[src/rtl/clint_mmio_initiator.sv]
// LSU-side initiator for the CLINT register bus.
// Turns 1/2/4/8-byte load/store requests into aligned 64-bit accesses.
module clint_mmio_initiator #(
    parameter int DATA_WIDTH = 64
) (
    input  logic                  clk,
    input  logic                  rst,
    input  logic                  req_valid,
    output logic                  req_ready,
    input  logic [DATA_WIDTH-1:0] req_addr,
    input  logic                  req_wen,
    input  logic [DATA_WIDTH-1:0] req_wdata,
    input  logic [1:0]            req_size,
    input  logic                  req_unsigned,
    output logic                  resp_valid,
    input  logic                  resp_ready,
    output logic [DATA_WIDTH-1:0] resp_rdata,
    output logic                  resp_err,
    output logic [DATA_WIDTH-1:0] clint_addr,
    output logic [DATA_WIDTH-1:0] clint_wdata,
    output logic                  clint_wen,
    input  logic [DATA_WIDTH-1:0] clint_rdata
);

    typedef enum logic [1:0] {
        IDLE,
        READ,
        WRITE,
        RESP
    } state_t;

    state_t state;
    state_t next_state;

    logic [DATA_WIDTH-1:0] cap_addr;
    logic [DATA_WIDTH-1:0] cap_wdata;
    logic                  cap_wen;
    logic [1:0]            cap_size;
    logic                  cap_uns;
    logic [DATA_WIDTH-1:0] merge_buf;
    logic [DATA_WIDTH-1:0] rdata_q;
    logic                  err_q;

    logic                  accept;
    logic                  misaligned;
    logic [5:0]            shamt;
    logic [DATA_WIDTH-1:0] lane;
    logic [DATA_WIDTH-1:0] load_ext;
    logic [7:0]            size_mask;
    logic [7:0]            byte_mask;
    logic [DATA_WIDTH-1:0] wdata_sh;
    logic [DATA_WIDTH-1:0] merged;

    assign accept = req_valid && (state == IDLE);

    always_comb begin
        misaligned = 1'b0;
        unique case (req_size)
            2'd0: misaligned = 1'b0;
            2'd1: misaligned = req_addr[0];
            2'd2: misaligned = |req_addr[1:0];
            2'd3: misaligned = |req_addr[2:0];
        endcase
    end

    // Byte lane of the addressed access within the 64-bit word
    assign shamt = {cap_addr[2:0], 3'b000};
    assign lane  = clint_rdata >> shamt;

    always_comb begin
        load_ext = '0;
        unique case (cap_size)
            2'd0: load_ext = cap_uns ? {56'd0, lane[7:0]}
                                     : {{56{lane[7]}}, lane[7:0]};
            2'd1: load_ext = cap_uns ? {48'd0, lane[15:0]}
                                     : {{48{lane[15]}}, lane[15:0]};
            2'd2: load_ext = cap_uns ? {32'd0, lane[31:0]}
                                     : {{32{lane[31]}}, lane[31:0]};
            2'd3: load_ext = lane;
        endcase
    end

    always_comb begin
        size_mask = 8'h00;
        unique case (cap_size)
            2'd0: size_mask = 8'h01;
            2'd1: size_mask = 8'h03;
            2'd2: size_mask = 8'h0F;
            2'd3: size_mask = 8'hFF;
        endcase
    end

    // Aligned requests never push the mask past byte 7
    assign byte_mask = size_mask << cap_addr[2:0];
    assign wdata_sh  = cap_wdata << shamt;

    always_comb begin
        merged = merge_buf;
        for (int i = 0; i < 8; i++) begin
            if (byte_mask[i]) begin
                merged[8*i +: 8] = wdata_sh[8*i +: 8];
            end
        end
    end

    always_comb begin
        next_state = state;
        unique case (state)
            IDLE: begin
                if (accept) begin
                    if (misaligned) begin
                        next_state = RESP;
                    end else if (!req_wen) begin
                        next_state = READ;
                    end else if (req_size == 2'd3) begin
                        next_state = WRITE;
                    end else begin
                        next_state = READ;
                    end
                end
            end
            READ:  next_state = cap_wen ? WRITE : RESP;
            WRITE: next_state = RESP;
            RESP: begin
                if (resp_ready) begin
                    next_state = IDLE;
                end
            end
        endcase
    end

    always_ff @(posedge clk or negedge rst) begin
        if (!rst) begin
            state <= IDLE;
        end else begin
            state <= next_state;
        end
    end

    always_ff @(posedge clk or negedge rst) begin
        if (!rst) begin
            cap_addr  <= '0;
            cap_wdata <= '0;
            cap_wen   <= 1'b0;
            cap_size  <= 2'd0;
            cap_uns   <= 1'b0;
            merge_buf <= '0;
            rdata_q   <= '0;
            err_q     <= 1'b0;
        end else begin
            if (accept) begin
                cap_addr  <= req_addr;
                cap_wdata <= req_wdata;
                cap_wen   <= req_wen;
                cap_size  <= req_size;
                cap_uns   <= req_unsigned;
                rdata_q   <= '0;
                err_q     <= misaligned;
            end
            if (state == READ) begin
                merge_buf <= clint_rdata;
                if (!cap_wen) begin
                    rdata_q <= load_ext;
                end
            end
            if (state == RESP && resp_ready) begin
                rdata_q <= '0;
                err_q   <= 1'b0;
            end
        end
    end

    assign req_ready   = (state == IDLE);
    assign resp_valid  = (state == RESP);
    assign resp_rdata  = rdata_q;
    assign resp_err    = err_q;
    assign clint_wen   = (state == WRITE);
    assign clint_wdata = (state == WRITE) ? merged : '0;
    assign clint_addr  = (state == READ || state == WRITE)
                       ? {cap_addr[DATA_WIDTH-1:3], 3'b000} : '0;

endmodule

[config.mk]
export PLATFORM = sky130hd
export DESIGN_NAME = clint_mmio_initiator
export DESIGN_NICKNAME = d
export VERILOG_FILES = /design/src/rtl/clint_mmio_initiator.sv
export SDC_FILE = /design/constraint.sdc
export NUM_CORES = 1
export LEC_CHECK = 0
export ABC_CLOCK_PERIOD_IN_PS = 6500
export CAP_MARGIN = 20
export CORE_UTILIZATION = 48
export CTS_CLUSTER_SIZE = 8
export DETAILED_ROUTE_END_ITERATION = 8
export GPL_ROUTABILITY_DRIVEN = 0
export HOLD_SLACK_MARGIN = 0.15
export PLACE_DENSITY = 0.85
export SETUP_SLACK_MARGIN = 0.2
export SLEW_MARGIN = 10
export SYNTH_ARGS = -nofsm -noshare
export SYNTH_HDL_FRONTEND = slang
export SYNTH_SLANG_ARGS = --single-unit
[constraint.sdc]
create_clock -name clk -period 6.5 [get_ports clk]
set_input_delay 1.3 -clock clk [delete_from_list [all_inputs] [get_ports clk]]
set_output_delay 1.3 -clock clk [all_outputs]
set_load 0.01 [all_outputs]
==> run_summary.xml <==
<?xml version="1.0" encoding="UTF-8"?>
<metrics>
  <group name="run_status">
    <metric name="outcome" unit="">finished, final reports clean</metric>
  </group>
  <group name="floorplanning">
    <metric name="fp.coreArea" unit="mm^2">0.0300</metric>
    <metric name="width_of_the_chip" unit="um">178</metric>
    <metric name="die_h" unit="um">178</metric>
    <metric name="initial_utilization" unit="%">49.3</metric>
    <metric name="ios" unit="">396</metric>
    <metric name="placementRows" unit="">63</metric>
    <metric name="die_area" unit="mm^2">0.0316</metric>
  </group>
  <group name="worst_setup_path">
    <metric name="crit_path_class" unit="">reg -&gt; out</metric>
    <metric name="worstPathCellList" unit="">nor2b_1, o21bai_1, a22o_1, o211ai_1, o211a_1, clkdlybuf4s50_1</metric>
    <metric name="crit-reg2reg-capture" unit="">resp_rdata[13]$_DFF_PN0_</metric>
    <metric name="setup.worst_path.end" unit="">clint_wdata[53]</metric>
    <metric name="data_required_time_of_the_worst_path" unit="ns">5.20</metric>
    <metric name="cp_max_fo" unit="">57</metric>
    <metric name="ff2ff_setup_slack" unit="ns">3.05</metric>
    <metric name="critPathLaunch" unit="">cap_addr[1]$_DFFE_PN0P_</metric>
    <metric name="r2r_start" unit="">state[1]$_DFFE_PN0P_</metric>
    <metric name="cp_num_cells" unit="">6</metric>
    <metric name="slowest_delay" unit="ns">0.95</metric>
    <metric name="cp_data_arrival_time" unit="ns">3.98</metric>
    <metric name="cpLargestDelayFamily" unit="">compound AO/OA/AOI/OAI gates</metric>
    <metric name="critPathLaunchType" unit="">flip-flop</metric>
    <metric name="worstRegToRegCells" unit="">8</metric>
    <metric name="crit_path_end_kind" unit="">output pin</metric>
    <metric name="critPathBufInv" unit="">1</metric>
    <metric name="critPathSlowestCell" unit="">sky130_fd_sc_hd__dfrtp_2</metric>
  </group>
  <group name="timing">
    <metric name="slew_violations" unit="">0</metric>
    <metric name="tightestPinTransition" unit="ns">1.06</metric>
    <metric name="slew_headroom" unit="%">29.1</metric>
    <metric name="hold-worst-slack" unit="ns">0.463</metric>
    <metric name="grt_setup_unrepaired" unit="">false</metric>
    <metric name="post-route-min-period" unit="ns">5.28</metric>
    <metric name="timing.final.setup_violations" unit="">0</metric>
    <metric name="period_share" unit="%">81.2</metric>
    <metric name="final.setup.tns" unit="ns">0</metric>
    <metric name="hold_viol_final" unit="">0</metric>
    <metric name="finClkSkew" unit="ns">0.0157</metric>
    <metric name="timing.final.ws_setup" unit="ns">1.22</metric>
    <metric name="max_clock_freq" unit="MHz">189</metric>
  </group>
  <group name="cts">
    <metric name="cts.hold.buffers_added" unit="">0</metric>
    <metric name="cts.sinks" unit="">263</metric>
    <metric name="post-cts-setup-buffers" unit="">0</metric>
    <metric name="worst_skew_pair_latency" unit="ns">0.52</metric>
    <metric name="tritoncts" unit="">yes</metric>
    <metric name="cts.reportedPaths.clkPinSlew" unit="ns">0.05</metric>
    <metric name="cts.htree.levels" unit="">2</metric>
    <metric name="cts_max_path_buffers" unit="">3</metric>
    <metric name="cts_root_buffer" unit="">sky130_fd_sc_hd__clkbuf_16</metric>
    <metric name="cts_repair_resize_count" unit="">0</metric>
    <metric name="cts_made_buffers" unit="">39</metric>
  </group>
  <group name="worst_hold_path">
    <metric name="hold_crit_path_type" unit="">reg -&gt; reg</metric>
  </group>
  <group name="pwr">
    <metric name="p_sw" unit="mW">4.90</metric>
    <metric name="p_total" unit="mW">11.2</metric>
    <metric name="ir_drop" unit="mV">0.274</metric>
    <metric name="p_clk_share" unit="%">16.2</metric>
    <metric name="sequential_power_share" unit="%">27.4</metric>
    <metric name="fraction_of_power_spent_switching_nets" unit="%">43.9</metric>
    <metric name="p_leak" unit="nW">9.06</metric>
    <metric name="p_per_area" unit="mW/mm^2">562</metric>
    <metric name="cell_internal_pwr" unit="mW">6.28</metric>
    <metric name="comb_power_share" unit="%">56.4</metric>
  </group>
  <group name="synthesis">
    <metric name="syn_area_per_cell" unit="um^2">9.01</metric>
    <metric name="synthDominantAreaCellType" unit="">sky130_fd_sc_hd__dfrtp_1</metric>
    <metric name="netlist_top_cells_count" unit="">523 x sky130_fd_sc_hd__nand2_1, 263 x sky130_fd_sc_hd__dfrtp_1, 103 x sky130_fd_sc_hd__mux2_2</metric>
    <metric name="synth_top_area_share" unit="%">44.4</metric>
    <metric name="post_synth_inst_count" unit="">1644</metric>
    <metric name="synthFlopType" unit="">sky130_fd_sc_hd__dfrtp_1</metric>
    <metric name="proportion_of_register_bits_with_asynchronous_set_or_reset_after_synthesis" unit="%">100</metric>
    <metric name="synth.top_cells.by_area" unit="">sky130_fd_sc_hd__dfrtp_1 44%, sky130_fd_sc_hd__nand2_1 13%, sky130_fd_sc_hd__mux2_2 7.8%, sky130_fd_sc_hd__mux2i_1 6.1%, sky130_fd_sc_hd__and2_1 2.7%</metric>
    <metric name="post-synth-top-count-cell" unit="">sky130_fd_sc_hd__nand2_1</metric>
    <metric name="synth_cell_type_count" unit="">51</metric>
    <metric name="synth_area" unit="mm^2">0.0148</metric>
    <metric name="synth_edf_count" unit="">0</metric>
    <metric name="ys_seq_elements" unit="">263</metric>
    <metric name="synth_sequential_area_ratio" unit="%">44.4</metric>
    <metric name="yosys_warnings" unit="">0</metric>
  </group>
  <group name="detailed_routing">
    <metric name="detail_route.wirelength" unit="mm">55.6</metric>
    <metric name="remaining_drc_errors" unit="">0</metric>
    <metric name="routed_via_density" unit="">6.06</metric>
    <metric name="drtIter0Drc" unit="">1844</metric>
    <metric name="vias" unit="">14330</metric>
    <metric name="wl_per_cell" unit="um">23.5</metric>
    <metric name="antenna_violating_nets_post_route" unit="">0</metric>
    <metric name="detail_route.first_pass.iterations" unit="">8</metric>
  </group>
  <group name="cells_and_area">
    <metric name="fin_nets" unit="">2168</metric>
    <metric name="post_layout_nonfiller_instances" unit="">2366</metric>
    <metric name="area_growth_syn_to_layout" unit="%">34.3</metric>
    <metric name="layout-drive-gt1-share" unit="%">10.1</metric>
  </group>
  <group name="placed_design">
    <metric name="port-buffer-count" unit="">392</metric>
    <metric name="hpwlAfterDp" unit="mm">40.3</metric>
    <metric name="dpl_worst_slack" unit="ns">1.72</metric>
    <metric name="dp_cells" unit="">2310</metric>
  </group>
  <group name="global_route">
    <metric name="gr-usage-all-layers" unit="%">34.6</metric>
    <metric name="grt_first_pass_wirelength" unit="mm">82.0</metric>
    <metric name="first_global_vias" unit="">13602</metric>
    <metric name="globalRouteOverflowTotal" unit="">0</metric>
    <metric name="grt_antenna_before_repair" unit="">8</metric>
    <metric name="grt_start_max_net_pins" unit="">156</metric>
  </group>
  <group name="job">
    <metric name="max-cap-violations" unit="">0</metric>
  </group>
</metrics>
-- worst register-to-register path, stage by stage, from the launching register on --
cell and delay, ns:
sky130_fd_sc_hd__dfrtp_1 0.41, sky130_fd_sc_hd__inv_1 0.10, sky130_fd_sc_hd__ha_2 0.16, sky130_fd_sc_hd__buf_4 0.66, sky130_fd_sc_hd__nor2b_1 0.88, sky130_fd_sc_hd__nor2_1 0.45, sky130_fd_sc_hd__buf_4 0.30, sky130_fd_sc_hd__a21oi_1 0.20
sky130_fd_sc_hd__a221oi_1 0.11
-- power groups by stage --
stage	sequential (mW)	clock, mW	combinational, mW
2_1_floorplan	2.75	0	3.93
3_3_place_gp	3.08	0	5.90
3_5_place_dp	3.11	0	6.03
4_1_cts	3.10	1.82	6.08
5_1_grt	3.11	1.90	6.70
6_report	3.06	1.81	6.31
-- sequential cells by signal, summed over array words and instances, names as in the netlist, 2 cells and up --
signal,flops
cap_size,2
merge_buf,64
cap_addr,64
state,2
resp_rdata,64
cap_wdata,64
-- routing by layer --
layer	share of wire (%)	global-route usage, %
met1	38	44.5
met2	46	53.5
met3	11	9.75
met4	5.2	17.1
met5	0.020	0
-- cells in the final DEF (no fill, tap or decap), types with 4 or more instances in the layout --
cell	synthesis	final
sky130_fd_sc_hd__nand2_1	523	522
sky130_fd_sc_hd__clkdlybuf4s50_1	0	391
sky130_fd_sc_hd__dfrtp_1	263	261
sky130_fd_sc_hd__mux2_2	103	103
sky130_fd_sc_hd__mux2i_1	91	91
sky130_fd_sc_hd__and2_1	64	64
sky130_fd_sc_hd__nor2_1	54	54
sky130_fd_sc_hd__o21ai_1	49	49
sky130_fd_sc_hd__a21oi_1	40	40
sky130_fd_sc_hd__o211a_1	40	40
sky130_fd_sc_hd__clkbuf_16	0	39
sky130_fd_sc_hd__o21ai_0	29	29
sky130_fd_sc_hd__nand3_1	27	27
sky130_fd_sc_hd__nor2b_1	26	26
sky130_fd_sc_hd__a211oi_1	26	26
sky130_fd_sc_hd__nor3_1	25	24
sky130_fd_sc_hd__o211ai_1	17	17
sky130_fd_sc_hd__a22oi_1	16	16
sky130_fd_sc_hd__mux4_2	15	15
sky130_fd_sc_hd__buf_4	14	15
sky130_fd_sc_hd__inv_1	12	12
sky130_fd_sc_hd__o21a_1	11	11
sky130_fd_sc_hd__o2bb2ai_1	8	8
sky130_fd_sc_hd__o221ai_1	8	8
sky130_fd_sc_hd__a21boi_0	8	8
sky130_fd_sc_hd__nand3b_1	7	7
sky130_fd_sc_hd__o32ai_1	7	7
sky130_fd_sc_hd__a221oi_1	7	7
sky130_fd_sc_hd__diode_2	0	5
sky130_fd_sc_hd__a21o_1	4	4
-- cells by family (layout without fill, tap and decap cells) --
logic type,after synthesis,in the layout,share of synthesized area (%)
AO/OA/AOI/OAI,283,283,13.6
adder cells (fa/ha/maj),4,4,0.338
buffers and inverters,148,473,4.47
flip-flops,263,263,44.4
multiplexers,209,209,16.3
other,1,8,0.0253
AND/OR/NAND/NOR,736,736,20.9
-- worst min-delay path by stage --
stage,slack (ns),end,cells past startpoint,from
final,0.46,cap_addr[16]$_DFFE_PN0P_,2,cap_addr[16]$_DFFE_PN0P_
after global routing,0.48,cap_addr[31]$_DFFE_PN0P_,2,cap_addr[31]$_DFFE_PN0P_
after CTS,0.47,cap_addr[16]$_DFFE_PN0P_,2,cap_addr[16]$_DFFE_PN0P_
after detailed placement,0.45,cap_addr[46]$_DFFE_PN0P_,2,cap_addr[46]$_DFFE_PN0P_
after global placement,0.45,cap_addr[55]$_DFFE_PN0P_,2,cap_addr[55]$_DFFE_PN0P_
after floorplan,0.44,cap_addr[10]$_DFFE_PN0P_,2,cap_addr[10]$_DFFE_PN0P_
-- final cells by class --
type | instances | area, um^2
Antenna cell | 5 | 12.5
Clock buffer | 44 | 1010
Clock inverter | 4 | 31.3
Fill cell | 2346 | 10100
Inverter | 14 | 52.6
Multi-Input combinational cell | 1235 | 7610
Sequential cell | 263 | 6590
Tap cell | 390 | 488
Timing Repair Buffer | 411 | 4120
-- through the flow --
step,area [um^2],utilization (%)
after detailed placement,18800,62.6
after CTS,19800,66.1
after global routing,19900,66.3
after global placement,18800,62.5
final,19900,66.3
after floorplan,14800,-
Power figures use the tool's default switching activity.
